`src/rtl/multicycle_controller.sv`:
```
// Multi-cycle RV32I control FSM sharing one memory port between instruction fetch and data access.
// Sequences FETCH/DECODE/EXEC/MEM/WB, raises sticky traps and counts retired instructions.
module multicycle_controller #(
  parameter int MEM_TIMEOUT = 16,
  parameter int CNT_W       = 5
) (
  input  logic        clk,
  input  logic        reset_n,
  input  logic [6:0]  Opcode,
  input  logic        mem_ready,
  output logic        mem_req,
  output logic        IorD,
  output logic        MemRead,
  output logic        MemWrite,
  output logic        IRWrite,
  output logic        PCWrite,
  output logic        Branch,
  output logic        ALUSrcA,
  output logic [1:0]  ALUSrcB,
  output logic [1:0]  ALUOp,
  output logic        RegWrite,
  output logic        MemtoReg,
  output logic        retire,
  output logic [31:0] instret,
  output logic        trap,
  output logic [1:0]  trap_cause
);

  localparam logic [6:0] OP_R   = 7'b0110011;
  localparam logic [6:0] OP_I   = 7'b0010011;
  localparam logic [6:0] OP_LW  = 7'b0000011;
  localparam logic [6:0] OP_SW  = 7'b0100011;
  localparam logic [6:0] OP_BEQ = 7'b1100011;

  localparam logic [CNT_W-1:0] TIMEOUT_LAST =
    CNT_W'((MEM_TIMEOUT > 0) ? (MEM_TIMEOUT - 1) : 0);

  localparam logic [1:0] CAUSE_ILLEGAL = 2'b01;
  localparam logic [1:0] CAUSE_TIMEOUT = 2'b10;

  typedef enum logic [2:0] {
    FETCH,
    DECODE,
    EXEC,
    MEM,
    WB,
    TRAP
  } state_t;

  typedef enum logic [2:0] {
    CLS_R,
    CLS_I,
    CLS_LW,
    CLS_SW,
    CLS_BEQ
  } cls_t;

  state_t           state;
  state_t           next_state;
  cls_t             cls;
  cls_t             dec_cls;
  logic             dec_legal;
  logic [CNT_W-1:0] cnt;
  logic             waiting;
  logic             timeout_hit;
  logic             cnt_clr;

  // Instruction class is captured in DECODE so later phases do not depend on the IR staying put.
  always_comb begin
    dec_legal = 1'b1;
    dec_cls   = CLS_R;
    case (Opcode)
      OP_R:    dec_cls = CLS_R;
      OP_I:    dec_cls = CLS_I;
      OP_LW:   dec_cls = CLS_LW;
      OP_SW:   dec_cls = CLS_SW;
      OP_BEQ:  dec_cls = CLS_BEQ;
      default: dec_legal = 1'b0;
    endcase
  end

  assign waiting     = ((state == FETCH) || (state == MEM)) && !mem_ready;
  assign timeout_hit = (MEM_TIMEOUT != 0) && waiting && (cnt == TIMEOUT_LAST);

  always_comb begin
    next_state = state;
    case (state)
      FETCH: begin
        if (mem_ready)
          next_state = DECODE;
        else if (timeout_hit)
          next_state = TRAP;
      end
      DECODE: next_state = dec_legal ? EXEC : TRAP;
      EXEC: begin
        case (cls)
          CLS_LW, CLS_SW: next_state = MEM;
          CLS_BEQ:        next_state = FETCH;
          default:        next_state = WB;
        endcase
      end
      MEM: begin
        if (mem_ready)
          next_state = (cls == CLS_LW) ? WB : FETCH;
        else if (timeout_hit)
          next_state = TRAP;
      end
      WB:      next_state = FETCH;
      TRAP:    next_state = TRAP;
      default: next_state = FETCH;
    endcase
  end

  assign cnt_clr = mem_ready ||
                   ((next_state != state) && ((next_state == FETCH) || (next_state == MEM)));

  always_ff @(posedge clk or negedge reset_n) begin
    if (!reset_n) begin
      state      <= FETCH;
      cls        <= CLS_R;
      cnt        <= '0;
      instret    <= 32'd0;
      trap       <= 1'b0;
      trap_cause <= 2'b00;
    end else begin
      state <= next_state;
      if (state == DECODE)
        cls <= dec_cls;
      if (cnt_clr)
        cnt <= '0;
      else if (waiting)
        cnt <= cnt + 1'b1;
      if (retire)
        instret <= instret + 32'd1;
      // Only DECODE can trap on an illegal opcode; FETCH/MEM trap on timeout.
      if ((next_state == TRAP) && (state != TRAP)) begin
        trap       <= 1'b1;
        trap_cause <= (state == DECODE) ? CAUSE_ILLEGAL : CAUSE_TIMEOUT;
      end
    end
  end

  // Datapath controls; qualified by reset_n so they fall the moment reset asserts.
  always_comb begin
    mem_req  = 1'b0;
    IorD     = 1'b0;
    MemRead  = 1'b0;
    MemWrite = 1'b0;
    IRWrite  = 1'b0;
    PCWrite  = 1'b0;
    Branch   = 1'b0;
    ALUSrcA  = 1'b0;
    ALUSrcB  = 2'b00;
    ALUOp    = 2'b00;
    RegWrite = 1'b0;
    MemtoReg = 1'b0;
    retire   = 1'b0;
    if (reset_n) begin
      case (state)
        FETCH: begin
          mem_req = 1'b1;
          MemRead = 1'b1;
          ALUSrcB = 2'b01;
          IRWrite = mem_ready;
          PCWrite = mem_ready;
        end
        EXEC: begin
          ALUSrcA = 1'b1;
          case (cls)
            CLS_R: begin
              ALUSrcB = 2'b00;
              ALUOp   = 2'b10;
            end
            CLS_I: begin
              ALUSrcB = 2'b10;
              ALUOp   = 2'b10;
            end
            CLS_LW, CLS_SW: begin
              ALUSrcB = 2'b10;
              ALUOp   = 2'b00;
            end
            CLS_BEQ: begin
              ALUSrcB = 2'b00;
              ALUOp   = 2'b01;
              Branch  = 1'b1;
              retire  = 1'b1;
            end
            default: ALUSrcA = 1'b0;
          endcase
        end
        MEM: begin
          mem_req  = 1'b1;
          IorD     = 1'b1;
          MemRead  = (cls == CLS_LW);
          MemWrite = (cls == CLS_SW);
          retire   = mem_ready && (cls == CLS_SW);
        end
        WB: begin
          RegWrite = 1'b1;
          MemtoReg = (cls == CLS_LW);
          retire   = 1'b1;
        end
        default: begin
          mem_req = 1'b0;
        end
      endcase
    end
  end

endmodule

```
`config.mk`:
```
export PLATFORM = sky130hd
export DESIGN_NAME = multicycle_controller
export DESIGN_NICKNAME = d
export VERILOG_FILES = /design/src/rtl/multicycle_controller.sv
export SDC_FILE = /design/constraint.sdc
export NUM_CORES = 1
export LEC_CHECK = 0
export CORE_MARGIN = 5
export CORE_UTILIZATION = 50
export DETAILED_ROUTE_END_ITERATION = 7
export PLACE_DENSITY = 0.81
export SLEW_MARGIN = 15
export SYNTH_ARGS = -nofsm -noshare
export SYNTH_HDL_FRONTEND = slang
export SYNTH_SLANG_ARGS = --single-unit
```
`constraint.sdc`:
```
create_clock -name clk -period 3.31 [get_ports clk]
set_clock_uncertainty 0.05 [all_clocks]
set_input_delay 0.993 -clock clk [delete_from_list [all_inputs] [get_ports clk]]
set_output_delay 0.993 -clock clk [all_outputs]
set_load 0.01 [all_outputs]
```
==> out/metrics.csv, run 1 <==
stage,metric,value,unit
placed_design,pre_cts_ws,-0.1271,ns
die,start_util,0.5211,
sta,fmax,308.6,MHz
layout,finish.utilization,0.6976,
sta,slew_viol_final,0,
layout,fin_nets,321,
routing,drc,0,
min_path,holdPathEnd,instret[31],
worst_setup_path,rr_endpoint,cnt[1],
sta,period_minus_slack,3.241,ns
sta,worstMarginPinSlew,0.5121,ns
logic_synthesis,synth_cell_type_count,54,
sta,period_share,0.9791,
placed_design,gp_congestion,0.8392,
worst_setup_path,critPathMaxFanout,6,
power,p_sw,448.0,uW
logic_synthesis,async_flop_share,1.000,
sta,finalSetupViolations,0,
sta,hold_viol,0,
power,power_frac_seq,0.463,
die,die_h,80.39,um
layout,final_area,3317,sq um
clock_network,worstSkewPairLatency,0.30,ns
power,power_density,445.2,nW/um^2
clock_network,h-tree-depth,2,
worst_setup_path,cp.arrival,2.20,ns
routing,initialDrtViolationCount,115,
power,p_leak,0.001530,uW
die,die_w,80.39,um
clock_network,cts_buffer_depth,2,
grt,grt.total_usage,0.1832,
worst_setup_path,startpoint_type,primary input,
logic_synthesis,yosysWarnings,0,
logic_synthesis,yosysSeqAreaShare,0.4646,
layout,layout_common_cells,"clkdlybuf4s50_1, dfrtp_1, nor2_1, xor2_1, xnor2_1",
placed_design,place_area,3182,sq um
worst_setup_path,crit_required,2.27,ns
grt,grt_antenna_before_repair,0,
logic_synthesis,synth_top_area_cell,dfrtp_1,
layout,mostFrequentLayoutCell,clkdlybuf4s50_1,
grt,gr-total-overflow,0,
placed_design,dp_hpwl,4141,um
die,rows,25,
sta,fin_ws,0.06921,ns
worst_setup_path,rr_startpoint,cnt[0],
routing,dr.pass1.iters,4,
logic_synthesis,syn_area_per_cell,10.41,sq um
die,coreArea,4755,sq um
layout,area_growth_syn_to_layout,33.89,%
die,io_pins,60,
logic_synthesis,synth_fp_nets,251,
min_path,min_from,instret[31],
worst_setup_path,worstSetupPathType,primary input to output pin,
layout,drive_gt1_frac,0.1036,
routing,wl_per_cell,14.45,um
min_path,hold-path-cell-count,1,
sta,worst_hold_slack,0.4234,ns
layout,diodes,0,
die,die_area,6463,sq um
clock_network,numCtsBuffers,5,
sta,slew_headroom,0.6586,
power,p_int,1029,uW
power,vdd_ir_drop_max,320.0,uV
clock_network,clock-sinks,46,
logic_synthesis,synth_area_leaders,"dfrtp_1, xor2_1, xnor2_1, nand4_1, and3_1",
routing,via_count,2069,
worst_setup_path,crit_path_end_kind,output pin,
job,maxCapViolCount,0,
power,swShare,0.3034,
logic_synthesis,syn_area,2477,sq um
worst_setup_path,r2r_setup_slack,0.99,ns
clock_network,clkTransAtPathRegs,0.09,ns
routing,drt-vias-per-instance,5.503,
grt,first_global_vias,2047,
logic_synthesis,ys.flop_type,dfrtp_1,
logic_synthesis,synth.top_cell.area_share,0.4646,
clock_network,root_buffer,clkbuf_8,
placed_design,port_buffers,59,
routing,wl,5432,um
power,clkPwrFrac,0.281,
min_path,hp-class,register to register,
routing,antenna_left,0,
logic_synthesis,synth_seq_cells,46,
logic_synthesis,synth-edff-count,0,
grt,grt_max_degree,44,
clock_network,cts_tree,done,
worst_setup_path,r2r_cells,8,
power,p_comb_frac,0.256,
logic_synthesis,syn_inst,238,
outcome,status,"complete, no violations",
grt,grt_pass1_wl,9246,um
==> flip-flops by register name, summed over array words and instances, names as in the netlist <==
register,count
instret,32
state,3
cls,3
cnt,5
trap_cause,2
trap,1
==> routing by layer <==
layer  wire (um)  vias up  GRT usage
met1        2314     1008     0.2213
met3         254       12    0.03027
met4         108        0    0.07939
met5           0        -          0
met2        2755       61     0.3195
li1            -      988          -
==> critical path, cell delays in order <==
cell and delay [ns]:
buf_2 0.14, nor4bb_4 0.24, buf_4 0.16, and2_1 0.11, clkdlybuf4s50_1 0.54
==> cells by family after synthesis <==
logic type	synth area share
xor+xnor	0.1237
flops	0.4646
buf+inv	0.03283
fa+ha+maj	0.01919
simple gates	0.2687
mux	0.004545
compound gates	0.08636
==> power by group through the flow <==
stage	Combinational, uW	Clock [uW]	Sequential (uW)
after floorplan	221	0	673
after global placement	368	0	687
after detailed placement	376	0	686
after CTS	374	419	677
after global routing	420	446	693
final	379	415	683
==> worst max-delay path by stage <==
stage	from	end	slack [ns]	cells after the start
2_1_floorplan	reset_n	PCWrite	0.26	3
3_3_place_gp	mem_ready	retire	-0.12	4
3_5_place_dp	mem_ready	retire	-0.13	4
4_1_cts	reset_n	MemtoReg	0.02	5
5_1_grt	reset_n	MemWrite	-0.002	5
6_report	reset_n	MemtoReg	0.07	5
==> Yosys cell counts, types with 3 or more instances <==
cell type  number
xnor2_1        17
ha_1            3
nor2b_1         3
nand2b_1        6
o41ai_1         3
xor2_1         18
nand3_1         8
and4_1          3
nand4_1        13
nor2_1         19
dfrtp_1        46
o31ai_1         3
inv_1           8
and3_1         12
nor3_1          4
and2_1          3
nand2_1        16
or2_1           3
==> cell type report <==
| class | instances | area [sq um] |
|---|---|---|
| Sequential cell | 46 | 1151 |
| Inverter | 9 | 33.78 |
| Multi-Input combinational cell | 176 | 1269 |
| Timing Repair Buffer | 70 | 669.4 |
| Fill cell | 363 | 1438 |
| Tap cell | 67 | 83.83 |
| Clock buffer | 6 | 72.57 |
| Clock inverter | 2 | 37.54 |
==> through the flow <==
step           power, uW  setup TNS [ns]  instances
2_1_floorplan      893.3               0        238
3_3_place_gp        1055         -0.4226        368
3_5_place_dp        1061         -0.5082        368
4_1_cts             1470               0        376
5_1_grt             1560       -0.001874        376
6_report            1477               0        376
==> timing repair <==
item,4_1_cts,5_1_grt
pin swaps,0,0
setup buffers,0,0
cloned,0,0
endpoints found under the setup margin,5,5
hold buffers,0,0
endpoints found under the hold margin,0,0
resized for setup,4,4
Power figures use the tool's default switching activity.
==> run 2: changes to the inputs <==
HOLD_SLACK_MARGIN = 0.08   (was not set)
==> results of run 2 <==
Same layout as run 1: the final DEF is identical, and so are final timing and power.
